==> src/rtl/reaction_timer_pkg.sv <==
// Shared types and constants for the multi-player reaction timer and its LCD controller.
package reaction_timer_pkg;

    typedef enum logic [2:0] {
        IDLE,
        MSG_REQ,
        MSG_REL,
        RAND_WAIT,
        MEASURE,
        DISP_REQ,
        DISP_REL
    } state_t;

    localparam logic [7:0] LED_ON  = 8'hFF;
    localparam logic [7:0] LED_OFF = 8'h00;

    // Four-phase LCD handshake phases; the LCD controller decodes the same encoding.
    typedef enum logic [1:0] {
        LCD_IDLE = 2'd0,
        LCD_REQ  = 2'd1,
        LCD_REL  = 2'd2
    } lcd_hs_t;

    function automatic lcd_hs_t lcd_phase(input state_t s);
        case (s)
            MSG_REQ, DISP_REQ: lcd_phase = LCD_REQ;
            MSG_REL, DISP_REL: lcd_phase = LCD_REL;
            default:           lcd_phase = LCD_IDLE;
        endcase
    endfunction

endpackage

==> src/rtl/multi_reaction_timer_if.sv <==
// Result bus and four-phase handshake between the reaction timer and the LCD controller.
interface multi_reaction_timer_if #(
    parameter int unsigned N_PLAYERS = 4,
    parameter int unsigned TIME_W    = 10
);
    localparam int unsigned WIN_W = (N_PLAYERS > 1) ? $clog2(N_PLAYERS) : 1;

    logic                        LCDUpdate;
    logic                        LCDAck;
    logic [N_PLAYERS*TIME_W-1:0] ReactionTime;
    logic [N_PLAYERS-1:0]        Cheat;
    logic [N_PLAYERS-1:0]        Slow;
    logic [WIN_W-1:0]            Winner;
    logic                        WinnerValid;

    modport master (
        output LCDUpdate, ReactionTime, Cheat, Slow, Winner, WinnerValid,
        input  LCDAck
    );

    modport slave (
        input  LCDUpdate, ReactionTime, Cheat, Slow, Winner, WinnerValid,
        output LCDAck
    );
endinterface

==> src/rtl/rt_edge_debounce.sv <==
// Rising-edge detector with a lockout counter; emits a registered one-cycle pulse.
module rt_edge_debounce #(
    parameter int unsigned DEBOUNCE = 100
) (
    input  logic Clk,
    input  logic Rst,
    input  logic Din,
    output logic Pulse
);
    localparam int unsigned DB_W = (DEBOUNCE > 0) ? $clog2(DEBOUNCE + 1) : 1;

    logic            prev_q;
    logic            pulse_q;
    logic [DB_W-1:0] cnt_q;
    logic            accept;

    assign accept = Din & ~prev_q & (cnt_q == '0);
    assign Pulse  = pulse_q;

    always_ff @(posedge Clk or posedge Rst) begin
        if (Rst) begin
            prev_q  <= 1'b0;
            pulse_q <= 1'b0;
            cnt_q   <= '0;
        end else begin
            prev_q  <= Din;
            pulse_q <= accept;
            if (accept) begin
                cnt_q <= DB_W'(DEBOUNCE);
            end else if (cnt_q != '0) begin
                cnt_q <= cnt_q - DB_W'(1);
            end
        end
    end
endmodule

==> src/rtl/multi_reaction_timer.sv <==
// Multi-player reaction timer: armed random hold-off, per-player timing with cheat/slow
// flags, winner selection, and result publication over the LCD handshake.
module multi_reaction_timer
    import reaction_timer_pkg::*;
#(
    parameter int unsigned N_PLAYERS  = 4,
    parameter int unsigned TIME_W     = 10,
    parameter int unsigned TIME_LIMIT = 500,
    parameter int unsigned RAND_W     = 13,
    parameter int unsigned MIN_WAIT   = 1000,
    parameter int unsigned TICK_DIV   = 50000,
    parameter int unsigned DEBOUNCE   = 100
) (
    input  logic                   Clk,
    input  logic                   Rst,
    input  logic                   Arm,
    input  logic [N_PLAYERS-1:0]   Btn,
    input  logic [RAND_W-1:0]      RandomValue,
    output logic [7:0]             LED,
    output logic                   Wait,
    multi_reaction_timer_if.master lcd
);
    localparam int unsigned WIN_W   = (N_PLAYERS > 1) ? $clog2(N_PLAYERS) : 1;
    localparam int unsigned HOLD_W  = RAND_W + 1;
    localparam int unsigned CNT_W   = (HOLD_W > TIME_W) ? HOLD_W : TIME_W;
    localparam int unsigned PRESC_W = (TICK_DIV > 1) ? $clog2(TICK_DIV) : 1;

    state_t                      state_q, state_d;
    logic [CNT_W-1:0]            cnt_q, cnt_d, holdoff_q, holdoff_d;
    logic [PRESC_W-1:0]          presc_q;
    logic                        presc_clr, tick;
    logic [N_PLAYERS*TIME_W-1:0] rt_q, rt_d;
    logic [N_PLAYERS-1:0]        cheat_q, cheat_d, slow_q, slow_d, resp_q, resp_d, new_resp;
    logic [WIN_W-1:0]            winner_q, win_idx;
    logic                        wvalid_q, win_found;
    logic [TIME_W-1:0]           win_time;
    logic [7:0]                  led_q;
    logic                        wait_q, upd_q;
    logic [HOLD_W-1:0]           hold_sum;
    logic                        arm_edge;
    logic [N_PLAYERS-1:0]        btn_edge;

    rt_edge_debounce #(.DEBOUNCE(DEBOUNCE)) u_arm (
        .Clk(Clk), .Rst(Rst), .Din(Arm), .Pulse(arm_edge)
    );

    for (genvar g = 0; g < N_PLAYERS; g++) begin : g_btn
        rt_edge_debounce #(.DEBOUNCE(DEBOUNCE)) u_btn (
            .Clk(Clk), .Rst(Rst), .Din(Btn[g]), .Pulse(btn_edge[g])
        );
    end

    assign tick     = (presc_q == PRESC_W'(TICK_DIV - 1));
    assign hold_sum = HOLD_W'(MIN_WAIT) + HOLD_W'(RandomValue);

    always_comb begin
        state_d   = state_q;
        cnt_d     = cnt_q;
        holdoff_d = holdoff_q;
        rt_d      = rt_q;
        cheat_d   = cheat_q;
        slow_d    = slow_q;
        resp_d    = resp_q;
        new_resp  = '0;
        presc_clr = 1'b0;
        unique case (state_q)
            IDLE: begin
                if (arm_edge) begin
                    rt_d    = '0;
                    cheat_d = '0;
                    slow_d  = '0;
                    resp_d  = '0;
                    state_d = MSG_REQ;
                end
            end
            MSG_REQ:  if (lcd.LCDAck) state_d = MSG_REL;
            MSG_REL: begin
                if (!lcd.LCDAck) begin
                    holdoff_d = CNT_W'(hold_sum);
                    cnt_d     = '0;
                    presc_clr = 1'b1;
                    state_d   = RAND_WAIT;
                end
            end
            RAND_WAIT: begin
                cheat_d = cheat_q | btn_edge;
                if (&cheat_d) begin
                    state_d = DISP_REQ;
                end else if (tick) begin
                    if (cnt_q + CNT_W'(1) >= holdoff_q) begin
                        cnt_d     = '0;
                        presc_clr = 1'b1;
                        state_d   = MEASURE;
                    end else begin
                        cnt_d = cnt_q + CNT_W'(1);
                    end
                end
            end
            MEASURE: begin
                new_resp = btn_edge & ~cheat_q & ~resp_q;
                for (int i = 0; i < N_PLAYERS; i++) begin
                    if (new_resp[i]) rt_d[i*TIME_W +: TIME_W] = cnt_q[TIME_W-1:0];
                end
                resp_d = resp_q | new_resp;
                if (&(resp_d | cheat_q)) begin
                    state_d = DISP_REQ;
                end else if (cnt_q == CNT_W'(TIME_LIMIT)) begin
                    // Presses landing on the limit cycle are responses, not slow.
                    for (int i = 0; i < N_PLAYERS; i++) begin
                        if (!resp_d[i] && !cheat_q[i]) begin
                            slow_d[i]                 = 1'b1;
                            rt_d[i*TIME_W +: TIME_W] = TIME_W'(TIME_LIMIT);
                        end
                    end
                    state_d = DISP_REQ;
                end else if (tick) begin
                    cnt_d = cnt_q + CNT_W'(1);
                end
            end
            DISP_REQ: if (lcd.LCDAck) state_d = DISP_REL;
            DISP_REL: if (!lcd.LCDAck) state_d = IDLE;
            default:  state_d = IDLE;
        endcase
    end

    // Linear scan; strict compare keeps the lowest index on ties.
    always_comb begin
        win_found = 1'b0;
        win_idx   = '0;
        win_time  = '0;
        for (int i = 0; i < N_PLAYERS; i++) begin
            if (!cheat_d[i] && !slow_d[i] &&
                (!win_found || rt_d[i*TIME_W +: TIME_W] < win_time)) begin
                win_found = 1'b1;
                win_idx   = WIN_W'(i);
                win_time  = rt_d[i*TIME_W +: TIME_W];
            end
        end
    end

    always_ff @(posedge Clk or posedge Rst) begin
        if (Rst) begin
            state_q   <= IDLE;
            cnt_q     <= '0;
            holdoff_q <= '0;
            presc_q   <= '0;
            rt_q      <= '0;
            cheat_q   <= '0;
            slow_q    <= '0;
            resp_q    <= '0;
            winner_q  <= '0;
            wvalid_q  <= 1'b0;
            led_q     <= LED_OFF;
            wait_q    <= 1'b0;
            upd_q     <= 1'b0;
        end else begin
            state_q   <= state_d;
            cnt_q     <= cnt_d;
            holdoff_q <= holdoff_d;
            presc_q   <= (presc_clr || tick) ? '0 : presc_q + PRESC_W'(1);
            rt_q      <= rt_d;
            cheat_q   <= cheat_d;
            slow_q    <= slow_d;
            resp_q    <= resp_d;
            if (state_q == IDLE && arm_edge) begin
                winner_q <= '0;
                wvalid_q <= 1'b0;
            end else if (state_q == MEASURE && state_d != MEASURE) begin
                winner_q <= win_idx;
                wvalid_q <= win_found;
            end
            led_q  <= (state_d == MEASURE) ? LED_ON : LED_OFF;
            wait_q <= (state_d == RAND_WAIT) || (state_d == MEASURE);
            upd_q  <= (lcd_phase(state_d) == LCD_REQ);
        end
    end

    assign LED              = led_q;
    assign Wait             = wait_q;
    assign lcd.LCDUpdate    = upd_q;
    assign lcd.ReactionTime = rt_q;
    assign lcd.Cheat        = cheat_q;
    assign lcd.Slow         = slow_q;
    assign lcd.Winner       = winner_q;
    assign lcd.WinnerValid  = wvalid_q;
endmodule

==> src/flat_wrapper.sv <==
// flat-port wrapper written by rule: the top's interface ports become plain ports
module multi_reaction_timer_flat import reaction_timer_pkg::*;
#(
    parameter int unsigned N_PLAYERS  = 4,
    parameter int unsigned TIME_W     = 10,
    parameter int unsigned TIME_LIMIT = 500,
    parameter int unsigned RAND_W     = 13,
    parameter int unsigned MIN_WAIT   = 1000,
    parameter int unsigned TICK_DIV   = 50000,
    parameter int unsigned DEBOUNCE   = 100
)
  (Clk, Rst, Arm, Btn, RandomValue, LED, Wait, lcd_LCDUpdate, lcd_ReactionTime, lcd_Cheat, lcd_Slow, lcd_Winner, lcd_WinnerValid, lcd_LCDAck);
  multi_reaction_timer_if #(.N_PLAYERS(N_PLAYERS), .TIME_W(TIME_W)) lcd_i ();
  input  logic Clk;
  input  logic Rst;
  input  logic Arm;
  input  logic [N_PLAYERS-1:0] Btn;
  input  logic [RAND_W-1:0] RandomValue;
  output logic [7:0] LED;
  output logic Wait;
  output wire logic [$bits(lcd_i.LCDUpdate)-1:0] lcd_LCDUpdate;
  output wire logic [$bits(lcd_i.ReactionTime)-1:0] lcd_ReactionTime;
  output wire logic [$bits(lcd_i.Cheat)-1:0] lcd_Cheat;
  output wire logic [$bits(lcd_i.Slow)-1:0] lcd_Slow;
  output wire logic [$bits(lcd_i.Winner)-1:0] lcd_Winner;
  output wire logic [$bits(lcd_i.WinnerValid)-1:0] lcd_WinnerValid;
  input wire logic [$bits(lcd_i.LCDAck)-1:0] lcd_LCDAck;
  assign lcd_LCDUpdate = lcd_i.LCDUpdate;
  assign lcd_ReactionTime = lcd_i.ReactionTime;
  assign lcd_Cheat = lcd_i.Cheat;
  assign lcd_Slow = lcd_i.Slow;
  assign lcd_Winner = lcd_i.Winner;
  assign lcd_WinnerValid = lcd_i.WinnerValid;
  assign lcd_i.LCDAck = lcd_LCDAck;
  multi_reaction_timer #(.N_PLAYERS(N_PLAYERS), .TIME_W(TIME_W), .TIME_LIMIT(TIME_LIMIT), .RAND_W(RAND_W), .MIN_WAIT(MIN_WAIT), .TICK_DIV(TICK_DIV), .DEBOUNCE(DEBOUNCE)) u_core (.Clk(Clk), .Rst(Rst), .Arm(Arm), .Btn(Btn), .RandomValue(RandomValue), .LED(LED), .Wait(Wait), .lcd(lcd_i));
endmodule
==> config.mk <==
export PLATFORM = sky130hd
export DESIGN_NAME = multi_reaction_timer_flat
export DESIGN_NICKNAME = d
export VERILOG_FILES = /design/src/rtl/reaction_timer_pkg.sv /design/src/rtl/multi_reaction_timer_if.sv /design/src/rtl/rt_edge_debounce.sv /design/src/rtl/multi_reaction_timer.sv /design/src/flat_wrapper.sv
export SDC_FILE = /design/constraint.sdc
export NUM_CORES = 1
export LEC_CHECK = 0
export CORE_ASPECT_RATIO = 1.5
export CORE_UTILIZATION = 25
export DETAILED_ROUTE_END_ITERATION = 8
export GPL_ROUTABILITY_DRIVEN = 0
export PLACE_DENSITY = 0.4
export SYNTH_ARGS = -nofsm -noshare
export SYNTH_HDL_FRONTEND = slang
export SYNTH_HIERARCHICAL = 1
export SYNTH_SLANG_ARGS = --single-unit
==> constraint.sdc <==
create_clock -name Clk -period 8.5 [get_ports Clk]
set_input_delay 1.7 -clock Clk [delete_from_list [all_inputs] [get_ports Clk]]
set_output_delay 1.7 -clock Clk [all_outputs]
set_load 0.02 [all_outputs]
* Yosys cells after proc, flatten, opt, wreduce, memory -nomap -nowiden
Cells that the tools add are included.
Cells by class: order comparisons 4, bitwise gates (word level) 23, $add $sub $neg 8, multiplexer cells 75, div/mod/pow operators 0, reductions and logical operators 63, shift operators 0, $mul 0, equal/unequal tests 23
Operators with widths (number):
- $mux 40 | 3
- $mux 10 | 11
- $mux 14 | 7
- $pmux 40 s2 | 1
- $mux 7 | 10
- $pmux 14 s3 | 1
- $logic_not 7->1 | 5
- $reduce_bool 7->1 | 5
- $sub 7x1->7 const B | 5
- $lt 10x10->1 | 3
- $mux 3 | 10
- $pmux 4 s2 | 3
- $pmux 3 s7 | 1
- $mux 4 | 5
- $logic_not 1->1 | 19
- $eq 3x3->1 const B | 6
- $add 16x1->16 const B | 1
- $eq 16x16->1 const B | 1
- $mux 16 | 1
- $mux 1 | 15
- $add 10x13->14 const A | 1
- $add 14x1->14 const B | 1
- $eq 14x9->1 const B | 1
- $ge 14x14->1 | 1
- other kinds (24) | 79
Word-level totals: bits of input ports 21, memories kept 0, memory bits (read-only) 0, register bits after elaboration 157, memory bits (writable) 0, latch bits 0

* Longest topological paths before layout
Gate-level depths: netlist of the first run.
depth after elaboration 27, gate-level depth with buffers 35

* Modules after synthesis
The synthesis of the first run kept the hierarchy.
Modules (own cells, without submodules):
- multi_reaction_timer | cells each 742, times used 1, seq. area each 2627.5 um^2, area each 6601.3 um^2
- rt_edge_debounce | cells each 44, times used 5, seq. area each 225.2 um^2, area each 440.4 um^2

* Worst setup path before layout of the first run
No wires, ideal clock.
kind register to register, from reg u_core.cnt_q[0], to reg u_core.winner_q[1] (netlist: u_core/lcd.Winner[1]), clock period less this slack 7.271 ns, required time 8.413 ns, setup time 0.087 ns, cell stages (with the launch flop) 35, arrival 7.183 ns, setup slack 1.229 ns, buffers on the path 1, cells stage by stage dfrtp_1 inv_1 ha_1 or4bb_1 or4_4 o21ai_0 o21ai_0 a32o_1 and2b_2 inv_1 ha_1 and4_1 nor4b_1 a211oi_1 a311o_2 nand2_2 mux2_2 inv_1 ha_1 a211oi_1 o21ai_0 nand4_1 nand3_1 o21ai_0 a21oi_1 buf_2 mux2i_1 ha_1 a2111oi_0 o21ai_0 o21ai_0 o21ai_0 o41a_1 a311o_1 a22oi_1
On the way: elaborated cells on any way between the ends 56
RTL lines:
- start, declared | line multi_reaction_timer.sv:29 | logic [CNT_W-1:0] cnt_q, cnt_d, holdoff_q, holdoff_d;
- start signal, assigned | line multi_reaction_timer.sv:158 | cnt_q <= cnt_d;
- $eq 14x9->1 * | line multi_reaction_timer.sv:107 | end else if (cnt_q == CNT_W'(TIME_LIMIT)) begin
- $mux 40 * | line multi_reaction_timer.sv:107
- $mux 40 * | line multi_reaction_timer.sv:105 | if (&(resp_d | cheat_q)) begin
- $pmux 40 s2 * | line multi_reaction_timer.sv:66 | unique case (state_q)
- net u_core.rt_d[9] | line multi_reaction_timer.sv:32 | logic [N_PLAYERS*TIME_W-1:0] rt_q, rt_d;
- $mux 10 * | line multi_reaction_timer.sv:132 | if (!cheat_d[i] && !slow_d[i] &&
- $lt 10x10->1 | line multi_reaction_timer.sv:133 | (!win_found || rt_d[i*TIME_W +: TIME_W] < win_time)) begin
- $logic_or 1x1->1 | line multi_reaction_timer.sv:133
- [... 4 more ...]
- $logic_and 1x1->1 | line multi_reaction_timer.sv:132
- $mux 10 or $mux 1 (tied branches) | line multi_reaction_timer.sv:132
- $lt 10x10->1 or $logic_not 1->1 (tied branches) | line multi_reaction_timer.sv:133
- $logic_or 1x1->1 | line multi_reaction_timer.sv:133
- $logic_and 1x1->1 | line multi_reaction_timer.sv:132
- $mux 2 * | line multi_reaction_timer.sv:132
- $mux 2 * | line multi_reaction_timer.sv:168 | end else if (state_q == MEASURE && state_d != MEASURE) begin
- $mux 2 * | line multi_reaction_timer.sv:165 | if (state_q == IDLE && arm_edge) begin
- end signal, assigned | line multi_reaction_timer.sv:169 | winner_q <= win_idx;
- end, declared | line multi_reaction_timer.sv:34 | logic [WIN_W-1:0] winner_q, win_idx;
The timed path passes the listed nets; every way through them passes the cells marked *. The select of a mux whose other input is x is not followed. A chain may end at the register's enable or synchronous reset.

* Worst setup path in the final report of the first run
from reg u_core.cnt_q[1], to reg u_core.winner_q[1] (netlist: u_core/lcd.Winner[1])
On the way: elaborated cells on any way between the ends 56
RTL lines (line):
- $eq 14x9->1 * | multi_reaction_timer.sv:107
- $mux 40 * | multi_reaction_timer.sv:107
- $mux 40 * | multi_reaction_timer.sv:105
- $pmux 40 s2 * | multi_reaction_timer.sv:66
- net u_core.rt_d[17] | multi_reaction_timer.sv:32
- $lt 10x10->1 | multi_reaction_timer.sv:133
- $logic_or 1x1->1 | multi_reaction_timer.sv:133
- $logic_and 1x1->1 | multi_reaction_timer.sv:132
- [... 3 more ...]
- $logic_and 1x1->1 | multi_reaction_timer.sv:132
- $mux 10 or $mux 1 (tied branches) | multi_reaction_timer.sv:132
- $lt 10x10->1 or $logic_not 1->1 (tied branches) | multi_reaction_timer.sv:133
- $logic_or 1x1->1 | multi_reaction_timer.sv:133
- $logic_and 1x1->1 | multi_reaction_timer.sv:132
- $mux 2 * | multi_reaction_timer.sv:132
- $mux 2 * | multi_reaction_timer.sv:168
- $mux 2 * | multi_reaction_timer.sv:165
Marks and branches as above.

==> results of run 1 <==
## placed cells by master (no fill, tap or decap), types with 8 or more instances in the layout
master             n
nand3_1           46
nor3_1            22
and3_1            15
clkdlybuf4s50_1   81
or3_1             14
inv_1             66
a22o_1            16
xnor2_1           16
o21ai_0           65
nand2_1          120
ha_1              50
mux2i_1           20
dfrtp_1          150
nor4_1             9
o21bai_1           9
nand4_1           10
o31ai_1           11
a21oi_1           28
nand2b_1          28
a21o_1             8
clkbuf_16         17
a31oi_1           23
xor2_1            17
nor2_1            61
buf_4             26
## final cells by class
cell class | count | share of cell area
clock buffers | 18 | 0.04072
clock inverters | 14 | 0.01311
inverters | 67 | 0.02355
multi-input cells | 702 | 0.4271
flip-flops and latches | 150 | 0.3480
well taps | 467 | 0.05418
repair buffers | 107 | 0.09327
## timing repair
action,CTS,global route
endpoints found under the setup margin,0,2
resized for setup,0,7
hold endpoints to repair,0,0
## power breakdown
part / internal [mW] / switching (mW) / total, mW
registers: 0.729 / 0.0145 / 0.744
clock network: 0.417 / 0.344 / 0.761
logic: 0.0259 / 0.0360 / 0.0618
## worst max-delay path by stage
| stage | start | end |
|---|---|---|
| final | u_core/cnt_q[1]$_DFFE_PP0P_ | u_core/lcd.Winner[1]$_DFFE_PP0P_ |
| after CTS | u_core/cnt_q[1]$_DFFE_PP0P_ | u_core/lcd.Winner[1]$_DFFE_PP0P_ |
| after global placement | u_core/cnt_q[1]$_DFFE_PP0P_ | u_core/lcd.Winner[1]$_DFFE_PP0P_ |
| after floorplan | u_core/cnt_q[0]$_DFFE_PP0P_ | u_core/lcd.Winner[1]$_DFFE_PP0P_ |
| after global routing | u_core/cnt_q[1]$_DFFE_PP0P_ | u_core/lcd.Winner[1]$_DFFE_PP0P_ |
| after detailed placement | u_core/cnt_q[1]$_DFFE_PP0P_ | u_core/lcd.Winner[1]$_DFFE_PP0P_ |
## logic make-up (layout without fill, tap and decap cells)
kind of cell             Yosys count  count (layout)  synth area share
AND/OR/NAND/NOR                  379             379            0.2250
AO/OA/AOI/OAI                    211             211            0.1579
adder cells (fa/ha/maj)           50              50           0.07106
buffers and inverters            110             206           0.05273
multiplexers                      29              29           0.03411
flip-flops                       150             150            0.4264
XOR/XNOR                          33              33           0.03283
## Yosys cell counts, types with 14 or more instances
cell	count	area (um^2)
xnor2_1	16	140.1
nor3_1	22	110.1
inv_1	67	251.5
o21ai_0	67	335.3
dfrtp_1	150	3754
nand2_1	120	450.4
and3_1	15	93.84
or3_1	14	87.58
a21oi_1	28	140.1
a22o_1	16	140.1
nor2_1	62	232.7
mux2i_1	21	210.2
nand3_1	46	230.2
xor2_1	17	148.9
clkbuf_1	26	97.59
nand2b_1	28	175.2
a31oi_1	23	143.9
ha_1	50	625.6
## metal layers
metal,global-route usage,up-vias
li1,-,3575
met1,0.1839,3564
met2,0.2813,143
met3,0.03061,35
met4,0.06955,0
met5,0,-
## metrics by stage
stage	utilization	cells	hold slack (ps)
floorplan	-	962	425.1
global placement	0.2954	1493	450.4
detailed placement	0.2954	1493	449.4
CTS	0.3122	1525	459.6
global route	0.3128	1525	477.9
finish	0.3128	1525	464.1
## registers in the layout, summed over array words and instances (netlist names), 2 cells and up
register	count
u_core/resp_q	4
u_core/u_arm/cnt_q	7
u_core/lcd.Winner	2
u_core/lcd.Cheat	4
u_core/holdoff_q	14
u_core/presc_q	16
u_core/state_q	3
u_core/g_btn.u_btn/prev_q	4
u_core/cnt_q	14
u_core/g_btn.u_btn/cnt_q	28
u_core/g_btn.u_btn/Pulse	4
u_core/lcd.ReactionTime	40
u_core/lcd.Slow	4
## critical path: cells and delay by family, from the launching register on
family | cells | cell delay (ps)
multiplexers | 2 | 530
AND/OR/NAND/NOR | 9 | 2450
adder cells (fa/ha/maj) | 4 | 800
AO/OA/AOI/OAI | 15 | 3230
buffers and inverters | 3 | 430
flip-flops | 1 | 470
==> results.json, run 1 <==
{
  "rr_endpoint": "u_core/lcd.Winner[1]$_DFFE_PP0P_",
  "top_layer": "met4",
  "hold_buffers": 0,
  "synthArstFlopShare": 1.000,
  "drt_iter0_drc": 411,
  "syn_to_final_growth_pct": 22.51,
  "cp.arrival_ps": 8370,
  "power_mw": 1.567,
  "synth_cell_types": 77,
  "hold_viol_final": 0,
  "worstSetupPathType": "register to register",
  "initial_core_util": 0.2553,
  "period_needed_ps": 8004,
  "n_fill_cell": 3679,
  "met2_length_mm": 13.88,
  "syn_inst": 962,
  "first_global_vias": 7695,
  "wl_met3_um": 933,
  "drv_cap": 0,
  "leakage_nw": 5.013,
  "peakVddDrop_v": 0.0001304,
  "multi_input_area_mm2": 0.004607,
  "ys_seq_elements": 150,
  "drt-met1-wl_mm": 11.51,
  "grt_pass1_wl_mm": 43.13,
  "reg2reg_setup_slack_ps": 500,
  "cts.sinks": 150,
  "r2r_start": "u_core/cnt_q[1]$_DFFE_PP0P_",
  "critPathRequiredTime_ps": 8860,
  "viasPerCell": 4.798,
  "vias": 7317,
  "worstMarginPinSlew_ps": 861.1,
  "cts_tree": "done",
  "start_kind": "register",
  "fp.dieH_um": 231.8,
  "syn_area_mm2": 0.008803,
  "post-cts-setup-buffers": 0,
  "drt_drc_violations_left": 0,
  "max_freq_mhz": 124.9,
  "drt_first_pass_iters": 7,
  "fp-row-count": 83,
  "htreeDepth": 4,
  "post-place-ws_ps": 454.3,
  "grt_overflow_total": 0,
  "fin_tns_setup_ps": 0,
  "root_buffer": "clkbuf_16",
  "ios": 82,
  "cp_slowest_cell": "or4_4",
  "path_max_fanout": 10,
  "hp-class": "register to register",
  "fin_worst_skew_ps": 13.14,
  "avgRoutedWirePerCell_um": 17.80,
  "seq_area_frac_synth": 0.4264,
  "slew-limit-headroom": 0.4260,
  "dpl_cell_area_mm2": 0.01018,
  "drive_above_1_share": 0.08223,
  "insertion_delay_ps": 450,
  "io_buffers": 81,
  "nNetsFinal": 1116,
  "final.period_utilization": 0.9416,
  "grt_antenna_before_repair": 0,
  "clk_pin_slew_ps": 70,
  "cts_buffers": 17,
  "clockBufferDepth": 2,
  "setup_ws_ps": 496.0,
  "hpwl_mm": 20.63,
  "min_to": "u_core/presc_q[0]$_DFF_PP0_",
  "ys.flop_type": "dfrtp_1",
  "setup_violations": 0,
  "synth_warnings": 6,
  "grt_util_all_layers": 0.1585,
  "reg2regPathDepth": 33,
  "status": "finished, final reports clean",
  "diodes": 0,
  "dieArea_mm2": 0.03598,
  "worstHoldStart": "u_core/presc_q[0]$_DFF_PP0_",
  "powerDensity_mw_per_mm2": 145.3,
  "ant_nets": 0,
  "syn_nets": 1033,
  "slowest_delay_ps": 500,
  "end_kind": "register",
  "syn_area_per_cell_um2": 9.151,
  "core_mm2": 0.03448,
  "synth_edf_count": 0,
  "final_area_mm2": 0.01079,
  "die_w_um": 155.2,
  "seqCellArea_mm2": 0.003754,
  "wl_mm": 27.15,
  "worstHoldPathCells": 1,
  "slew_violations": 0,
  "grt_max_degree": 63
}
Note: power is estimated with default switching activity, not from simulation.
==> inputs of run 2 (changes only) <==
--- a/config.mk
+++ b/config.mk
@@ -6,6 +6,7 @@
 export NUM_CORES = 1
 export LEC_CHECK = 0
 export CORE_ASPECT_RATIO = 1.5
+export CORE_MARGIN = 2
 export CORE_UTILIZATION = 25
 export DETAILED_ROUTE_END_ITERATION = 8
 export GPL_ROUTABILITY_DRIVEN = 0
==> run 2 against run 1 <==
Net effect:
- die area rose by 2.2%
- non-clock buffer count is 1 lower
- via count up 0.23%
- clock-buffer cell count rose by 2
- register-to-register slack about the same
- clock skew grew 0.57 ps
- sequential cell count did not move
- sequential power hardly changed
- global-route usage shrank 0.39 points
- critical endpoint unchanged
- highest routed layer unchanged
==> results.json, run 2 (synthesized netlist as in run 1, its figures left out) <==
{
  "insertion_delay_ps": 450,
  "grt_overflow_total": 0,
  "cts_tree": "done",
  "drt_first_pass_iters": 5,
  "peakVddDrop_v": 0.0001338,
  "multi_input_area_mm2": 0.004624,
  "grt_antenna_before_repair": 0,
  "drt_iter0_drc": 409,
  "slowest_delay_ps": 500,
  "diodes": 0,
  "powerDensity_mw_per_mm2": 149.1,
  "clockBufferDepth": 2,
  "slew_violations": 0,
  "switching_share": 0.2308,
  "switchingPower_uw": 373.6,
  "power_mw": 1.618,
  "largest_reg_flops": 40,
  "first_global_vias": 7697,
  "hold_viol_final": 0,
  "end_kind": "register",
  "cts.sinks": 150,
  "initial_core_util": 0.2523,
  "setup_violations": 0,
  "max_freq_mhz": 125.1,
  "drv_cap": 0,
  "viasPerCell": 4.793,
  "clkPwrFrac": 0.502,
  "nNetsFinal": 1115,
  "layout_commonest_cell": "dfrtp_1",
  "leakage_nw": 5.047,
  "period_needed_ps": 7995,
  "start_kind": "register",
  "wl_mm": 27.23,
  "fin_tns_setup_ps": 0,
  "grt_pass1_wl_mm": 43.24,
  "fp.dieH_um": 233.8,
  "status": "finished, final reports clean",
  "hpwl_mm": 20.66,
  "worstSetupPathType": "register to register",
  "cp.arrival_ps": 8350,
  "intPower_mw": 1.245,
  "utilization": 0.3111,
  "hp-class": "register to register",
  "layout_common_cells": "dfrtp_1, nand2_1, clkdlybuf4s50_1, inv_1, o21ai_0",
  "drt_drc_violations_left": 0,
  "clk_pin_slew_ps": 70,
  "core_mm2": 0.03489,
  "whs_ps": 460.7,
  "fp-row-count": 84,
  "avgRoutedWirePerCell_um": 17.80,
  "dpl.cell_count": 1498,
  "slew-limit-headroom": 0.3912,
  "layout.cells.non_filler": 1530,
  "io_buffers": 81,
  "fin_worst_skew_ps": 13.71,
  "worstMarginPinSlew_ps": 913.1,
  "syn_to_final_growth_pct": 23.29,
  "ios": 82,
  "cts_buffers": 17,
  "seqCellArea_mm2": 0.003754,
  "root_buffer": "clkbuf_16",
  "comb_power_share": 0.038,
  "htreeDepth": 4,
  "path_max_fanout": 10,
  "cp_slowest_cell": "or4_4",
  "grt_util_all_layers": 0.1546,
  "n_fill_cell": 3737,
  "die_w_um": 157.2,
  "pwr-share-seq": 0.460,
  "critPathRequiredTime_ps": 8860,
  "vias": 7334,
  "final.period_utilization": 0.9406,
  "drive_above_1_share": 0.08420,
  "dieArea_mm2": 0.03676,
  "ant_nets": 0,
  "grt_max_degree": 56
}
run 2: cell types whose count changed in the layout (fill, tap and decap cells not counted), sizes merged:
cell / delta
inv: -2
bufinv: +2
clkinv: -2
clkbuf: +2
buf: -1
run 2: stage by stage:
step | cell area, um^2 | setup WS (ps)
floorplan | 8803 | 1229
global placement | 10190 | 552.6
detailed placement | 10190 | 404.2
CTS | 10820 | 329.9
global route | 10850 | -23.38
finish | 10850 | 504.6
run 2: what timing repair did:
item | CTS | global route
hold buffers | 0 | 0
setup buffers | 0 | 0
endpoints found under the setup margin | 0 | 2
gates resized for setup | 0 | 11
run 2: worst paths after layout:
check / slack (ps) / start / end / cells after the start
hold reg to reg: 460 / u_core/presc_q[0]$_DFF_PP0_ / u_core/presc_q[0]$_DFF_PP0_ / 1
hold / removal: 460 / u_core/presc_q[0]$_DFF_PP0_ / u_core/presc_q[0]$_DFF_PP0_ / 1
setup / recovery: 500 / u_core/cnt_q[1]$_DFFE_PP0P_ / u_core/lcd.Winner[1]$_DFFE_PP0P_ / 32
max in group asynchronous: 5330 / Rst / u_core/lcd.ReactionTime[12]$_DFF_PP0_ / 3
setup reg to reg: 500 / u_core/cnt_q[1]$_DFFE_PP0P_ / u_core/lcd.Winner[1]$_DFFE_PP0P_ / 32
min in group asynchronous: 1810 / Rst / u_core/u_arm/cnt_q[6]$_DFFE_PP0P_ / 2
run 2: cell type report:
| cell class | count | share of cell area |
|---|---|---|
| Clock buffer | 20 | 0.04300 |
| Clock inverter | 12 | 0.01522 |
| Inverter | 67 | 0.02340 |
| Multi-Input combinational cell | 702 | 0.4261 |
| Sequential cell | 150 | 0.3458 |
| Tap cell | 473 | 0.05452 |
| Timing Repair Buffer | 106 | 0.09199 |
run 2: worst max-delay path: cells and delay by family, from the launching register on:
kind | cells | cell delay [ps]
compound gates | 14 | 3150
fa+ha+maj | 4 | 910
buf+inv | 3 | 430
flops | 1 | 480
mux | 2 | 510
simple gates | 9 | 2430
run 2: routing by layer:
layer  wire, um  vias up  track usage
met5          0        -            0
met4        653        0      0.05426
met3       1009       26      0.03179
met2      14120      150       0.2774
met1      11440     3578       0.1813
li1           -     3580            -
run 2: power groups by stage:
stage	Sequential (mW)	Combinational, mW	Clock (mW)
finish	0.744	0.0617	0.813
global route	0.746	0.0718	0.877
CTS	0.744	0.0643	0.848
detailed placement	0.757	0.0641	0
global placement	0.757	0.0635	0
floorplan	0.753	0.0389	0
==> inputs of run 3 (changes only) <==
--- a/config.mk
+++ b/config.mk
@@ -11,6 +11,7 @@
 export DETAILED_ROUTE_END_ITERATION = 8
 export GPL_ROUTABILITY_DRIVEN = 0
 export PLACE_DENSITY = 0.4
+export SLEW_MARGIN = 0
 export SYNTH_ARGS = -nofsm -noshare
 export SYNTH_HDL_FRONTEND = slang
 export SYNTH_HIERARCHICAL = 1
==> results of run 3 <==
Same layout as run 2: the final DEF is identical, and so are final timing and power.
==> RTL edit 1 (config.mk and constraints of run 2) <==
Register the input `Btn` before use, with the module's reset. The logic sees it one clock later. The other inputs are not delayed to match.
--- a/src/rtl/multi_reaction_timer.sv
+++ b/src/rtl/multi_reaction_timer.sv
@@ -25,6 +25,16 @@
     localparam int unsigned CNT_W   = (HOLD_W > TIME_W) ? HOLD_W : TIME_W;
     localparam int unsigned PRESC_W = (TICK_DIV > 1) ? $clog2(TICK_DIV) : 1;
 
+    logic [N_PLAYERS-1:0] Btn_q;
+
+    always_ff @(posedge Clk or posedge Rst) begin
+        if (Rst) begin
+            Btn_q <= '0;
+        end else begin
+            Btn_q <= Btn;
+        end
+    end
+
     state_t                      state_q, state_d;
     logic [CNT_W-1:0]            cnt_q, cnt_d, holdoff_q, holdoff_d;
     logic [PRESC_W-1:0]          presc_q;
@@ -46,7 +56,7 @@
 
     for (genvar g = 0; g < N_PLAYERS; g++) begin : g_btn
         rt_edge_debounce #(.DEBOUNCE(DEBOUNCE)) u_btn (
-            .Clk(Clk), .Rst(Rst), .Din(Btn[g]), .Pulse(btn_edge[g])
+            .Clk(Clk), .Rst(Rst), .Din(Btn_q[g]), .Pulse(btn_edge[g])
         );
     end
 
Formal check against the unedited RTL: same outputs for any inputs over 4 cycles, from zero or initial values and one cycle with Rst high; that may be too few to reach the edited logic, so the function may still have changed.
==> RTL edit 1 against run 2 <==
  * Non-clock buffer count shrank 1
  * Synthesized cell count up 2.6%
  * Critical path type unchanged
  * Synthesized area is 3.4% higher
  * Routed wire length increased by 3.7%
  * Sequential cell count up 4
  * Sequential share of layout area is 0.075 points higher
  * Setup slack improved by 0.26 ns
  * Largest cell class unchanged
  * Utilization decreased by 0.17 points
  * Highest routed layer unchanged
  * Cell area increased by 2.4%
Power is not compared: it rests on default switching activity, and its combinational part moved more than twofold at a synthesized area within 25%.
==> RTL edit 1: results (changes against run 2) <==
| Metric | Value |
|---|---|
| Layout cell share with drive strength beyond 1 | 0.0738 (-0.0104) |
| Vias | 7499 (+2.2%) |
| Synth cell count leaders | dfrtp_1 (154), nand2_1 (124), nor2_1 (80), o21ai_0 (70), inv_1 (56) |
| Clock skew | 0.0102 ns (-0.00354 ns) |
| Number of antenna cells inserted | 0 (unchanged) |
| CP max stage cell | and2_1 |
| Post-Synth Adder-Cell Area | 0.0687 (-0.00233) |
| Largest net degree at the start of global routing | 59 (+5.4%) |
| Ys Warns | 6 (unchanged) |
| Pre-CTS WS | 0.648 ns (+0.244 ns) |
| CTS resizes | 0 (unchanged) |
| Wl on met1 | 12100 um (+5.4%) |
| Routed length per placed instance | 18.2 um (+2.4%) |
| DRT iter0 DRCs | 367 (-10%) |
| PortBufs | 81 (unchanged) |
| Post-CTS Setup Inserts | 0 (unchanged) |
| Fill cell count | 3878 (+3.8%) |
| Met2 wire len | 14600 um (+3.4%) |
| Crit Path Max Fanout | 19 (+9) |
| Dpl cell area | 10400 um2 (+2.3%) |
| Routing usage on met2 | 0.275 (-0.00260) |
| Largest family of logic cells by synthesized area | simple AND/OR/NAND/NOR gates |
| Status | completed |
| Initial antenna violation count | 0 (unchanged) |
| H-tree depth | 4 (unchanged) |
| Synth cell types | 67 (-13%) |
| Vias in the first global route | 7984 (+3.7%) |
| Max layer used | met4 |
| First-pass GRT wire length | 45400 um (+5.0%) |
| CTS Root Cell | clkbuf_16 |
| Clock Latency Late Sink | 0.45 ns (about the same) |
| Hold Crit Class | register to register |
| Met3 GRT Util | 0.0290 (-0.00282) |
| Met3 WL | 871 um (-14%) |
| Worst path arrival time | 8.11 ns (-0.24 ns) |
| TritonRoute pass-1 iters | 5 (unchanged) |
| Leak pwr | 5.01 nW |
| Dominant cells by area after synthesis | dfrtp_1 (42%), ha_1 (6.9%), nand2_1 (5.1%) |
| Post-Synth XOR/XNOR Area | 0.0318 (-0.00107) |
| Synth Area in Compound Gates | 0.177 (+0.0188) |
| Worst Tran Pin Value | 0.784 ns (-0.129 ns) |
| Sequential fraction of the synthesis area | 0.423 (-0.00295) |
| Total track usage | 0.155 (+0.000366) |
| Met1 Usage GRT | 0.186 (+0.00453) |
| DP HPWL | 21400 um (+3.6%) |
| Clock Pin Slew Worst Setup and Hold Paths | 0.07 ns (about the same) |
| Clock buffer count from CTS | 17 (unchanged) |
| CTS Buffer Depth | 2 (unchanged) |
| Critical path's largest stage delay | 0.61 ns (+0.11 ns) |
| Layout Nets | 1131 (+1.4%) |
| Asr flop ratio synth | 1.00 (unchanged) |
| VDD IR-drop max | 140 uV |
| Multiplexer area fraction after synthesis | 0.0243 (-0.00978) |
## RTL edit 1: changes by cell type in the layout (fill, tap and decap cells not counted), sizes merged, moves of 6 or more
cell    change
a21o        +7
a21oi      +12
a22o        -9
a32o        +6
inv        -13
mux2        -7
nand3      -24
nand4       +6
nor2       +18
o211ai      +6
o21ai       +6
o31ai       +8
## RTL edit 1: worst paths after layout
path,from,slack (ns),cells after the start,to
max,u_core/state_q[2],0.77,28,u_core/lcd.Winner[1]
min,u_core/Btn_q[1],0.40,0,u_core/g_btn[1].u_btn/prev_q
max reg2reg,u_core/state_q[2],0.77,28,u_core/lcd.Winner[1]
min reg2reg,u_core/Btn_q[1],0.40,0,u_core/g_btn[1].u_btn/prev_q
max in group asynchronous,Rst,5.31,3,u_core/lcd.ReactionTime[14]
min in group asynchronous,Rst,1.79,2,u_core/u_arm/cnt_q[1]
## RTL edit 1: through the flow
stage	util	std cells
after floorplan	-	987
after global placement	0.290	1519
after detailed placement	0.290	1519
after CTS	0.309	1549
after global routing	0.309	1549
final	0.309	1549
## RTL edit 1: area by class of cell
type / instances / share of cell area
clock buffers: 19 / 0.0398
clock inverters: 11 / 0.0218
inverters: 56 / 0.0191
multi-input cells: 726 / 0.430
flip-flops and latches: 154 / 0.347
well taps: 478 / 0.0538
repair buffers: 105 / 0.0891
## RTL edit 1: power breakdown
part           total, mW  internal [mW]  switching [mW]
registers           1.02          0.870           0.146
clock network      0.916          0.586           0.329
logic              0.882          0.365           0.518
total               2.81           1.82           0.993
## RTL edit 1: critical path: cells and delay by family, from the launching register on
| family | cells | cell delay, ns |
|---|---|---|
| AO/OA/AOI/OAI | 15 | 3.33 |
| flip-flops | 1 | 0.55 |
| AND/OR/NAND/NOR | 10 | 2.77 |
| adder cells (fa/ha/maj) | 3 | 1.00 |
==> RTL edit 2 (config.mk and constraints of run 2) <==
Made on the original files. `DEBOUNCE` is set to 100 in 3 places; all go to 150.
--- a/src/rtl/rt_edge_debounce.sv
+++ b/src/rtl/rt_edge_debounce.sv
@@ -1,6 +1,6 @@
 // Rising-edge detector with a lockout counter; emits a registered one-cycle pulse.
 module rt_edge_debounce #(
-    parameter int unsigned DEBOUNCE = 100
+    parameter int unsigned DEBOUNCE = 150
 ) (
     input  logic Clk,
     input  logic Rst,
--- a/src/rtl/multi_reaction_timer.sv
+++ b/src/rtl/multi_reaction_timer.sv
@@ -9,7 +9,7 @@
     parameter int unsigned RAND_W     = 13,
     parameter int unsigned MIN_WAIT   = 1000,
     parameter int unsigned TICK_DIV   = 50000,
-    parameter int unsigned DEBOUNCE   = 100
+    parameter int unsigned DEBOUNCE   = 150
 ) (
     input  logic                   Clk,
     input  logic                   Rst,
--- a/src/flat_wrapper.sv
+++ b/src/flat_wrapper.sv
@@ -7,7 +7,7 @@
     parameter int unsigned RAND_W     = 13,
     parameter int unsigned MIN_WAIT   = 1000,
     parameter int unsigned TICK_DIV   = 50000,
-    parameter int unsigned DEBOUNCE   = 100
+    parameter int unsigned DEBOUNCE   = 150
 )
   (Clk, Rst, Arm, Btn, RandomValue, LED, Wait, lcd_LCDUpdate, lcd_ReactionTime, lcd_Cheat, lcd_Slow, lcd_Winner, lcd_WinnerValid, lcd_LCDAck);
   multi_reaction_timer_if #(.N_PLAYERS(N_PLAYERS), .TIME_W(TIME_W)) lcd_i ();
Check against the original RTL: same outputs for any inputs over 4 cycles, from zero or initial values and one cycle with Rst high; that may be too few to reach the edited logic, so the function may still have changed.
==> RTL edit 2 against run 2 <==
  * Utilization decreased by 0.22 points
  * Synthesized area increased by 2.8%
  * Cell area increased by 2.0%
  * Largest power group unchanged
  * Setup slack improved by 0.13 ns
  * Highest routed layer unchanged
  * Power decreased by 0.99%
  * Global-route usage decreased by 0.51 points
  * First-iteration DRC count decreased by 1.7%
  * Combinational power decreased by 2%
  * Routed wire length increased by 1.1%
  * Sequential cell count increased by 5
==> RTL edit 2: results (changes against run 2) <==
| Metric | Value |
|---|---|
| DRT iter0 DRCs | 402 (-1.7%) |
| Pwr Total | 1.60 mW (-0.99%) |
| Pre-CTS WS | 0.436 ns (+0.0316 ns) |
| Placed cells | 1503 (+0.33%) |
| DP HPWL | 20900 um (+1.1%) |
| Post-route cell area | 11100 um2 (+2.0%) |
| Largest net degree at the start of global routing | 72 (+29%) |
| Total track usage | 0.149 (-0.00515) |
| Vias | 7286 (-0.65%) |
| Mean Syn Cell Area | 9.46 um2 (+3.4%) |
| Wl on met1 | 11500 um (+0.17%) |
| Synth cell count leaders | dfrtp_1 (155), nand2_1 (105), o21ai_0 (67), inv_1 (62), nor2_1 (52) |
| Syn Nets | 1028 (-0.48%) |
| Post-Synth XOR/XNOR Area | 0.0368 (+0.00393) |
| Post-Synth Adder-Cell Area | 0.0691 (-0.00196) |
| Leak pwr | 4.98 nW (-1.3%) |
| Final setup margin | 0.631 ns (+0.126 ns) |
| Routed wire length | 27500 um (+1.1%) |
| Clock skew | 0.00842 ns (-0.00530 ns) |
| Fill cell count | 3822 (+2.3%) |
| Sequential fraction of the synthesis area | 0.428 (+0.00203) |
| Layout cell share with drive strength beyond 1 | 0.105 (+0.0211) |
| Worst path arrival time | 8.22 ns (-0.13 ns) |
| Status | completed |
| Met3 WL | 919 um (-8.9%) |
| Dominant cells by area after synthesis | dfrtp_1 (43%), ha_1 (6.9%), nand2_1 (4.4%) |
| Rel. slew slack | 0.350 (-0.0416) |
| Multiplexer area fraction after synthesis | 0.0401 (+0.00597) |
| WHS | 0.460 ns (-0.000574 ns) |
| VDD IR-drop max | 140 uV (+4.7%) |
| First-pass GRT wire length | 43200 um (-0.16%) |
| CP endpoint | u_core/lcd.Winner[0] |
==> RTL edit 2: changes by cell type in the layout (fill, tap and decap cells not counted), sizes merged, moves of 10 or more <==
cell / run 2 / this run
a21oi: 28 / 38
and3: 15 / 25
mux2: 8 / 18
nand2: 121 / 106
nand2b: 28 / 13
nor2: 62 / 52
==> RTL edit 2: worst max-delay path, delay by kind of cell, from the launching register on <==
kind | cells | cell delay (ns)
compound gates | 13 | 2.99
simple gates | 10 | 2.62
fa+ha+maj | 4 | 0.78
mux | 2 | 0.50
flops | 1 | 0.47
buf+inv | 3 | 0.40
==> RTL edit 2: cell type report <==
type / count / share of cell area
inverter: 62 / 0.0212
multi-input combinational: 702 / 0.432
clock buffer: 24 / 0.0444
clock inverter: 5 / 0.00769
tap: 478 / 0.0540
timing repair buffer: 106 / 0.0902
sequential: 155 / 0.350
==> RTL edit 2: repair_timing <==
action                                 CTS  global route
setup endpoints to repair                0             2
endpoints found under the hold margin    0             0
gates resized for setup                  0             9
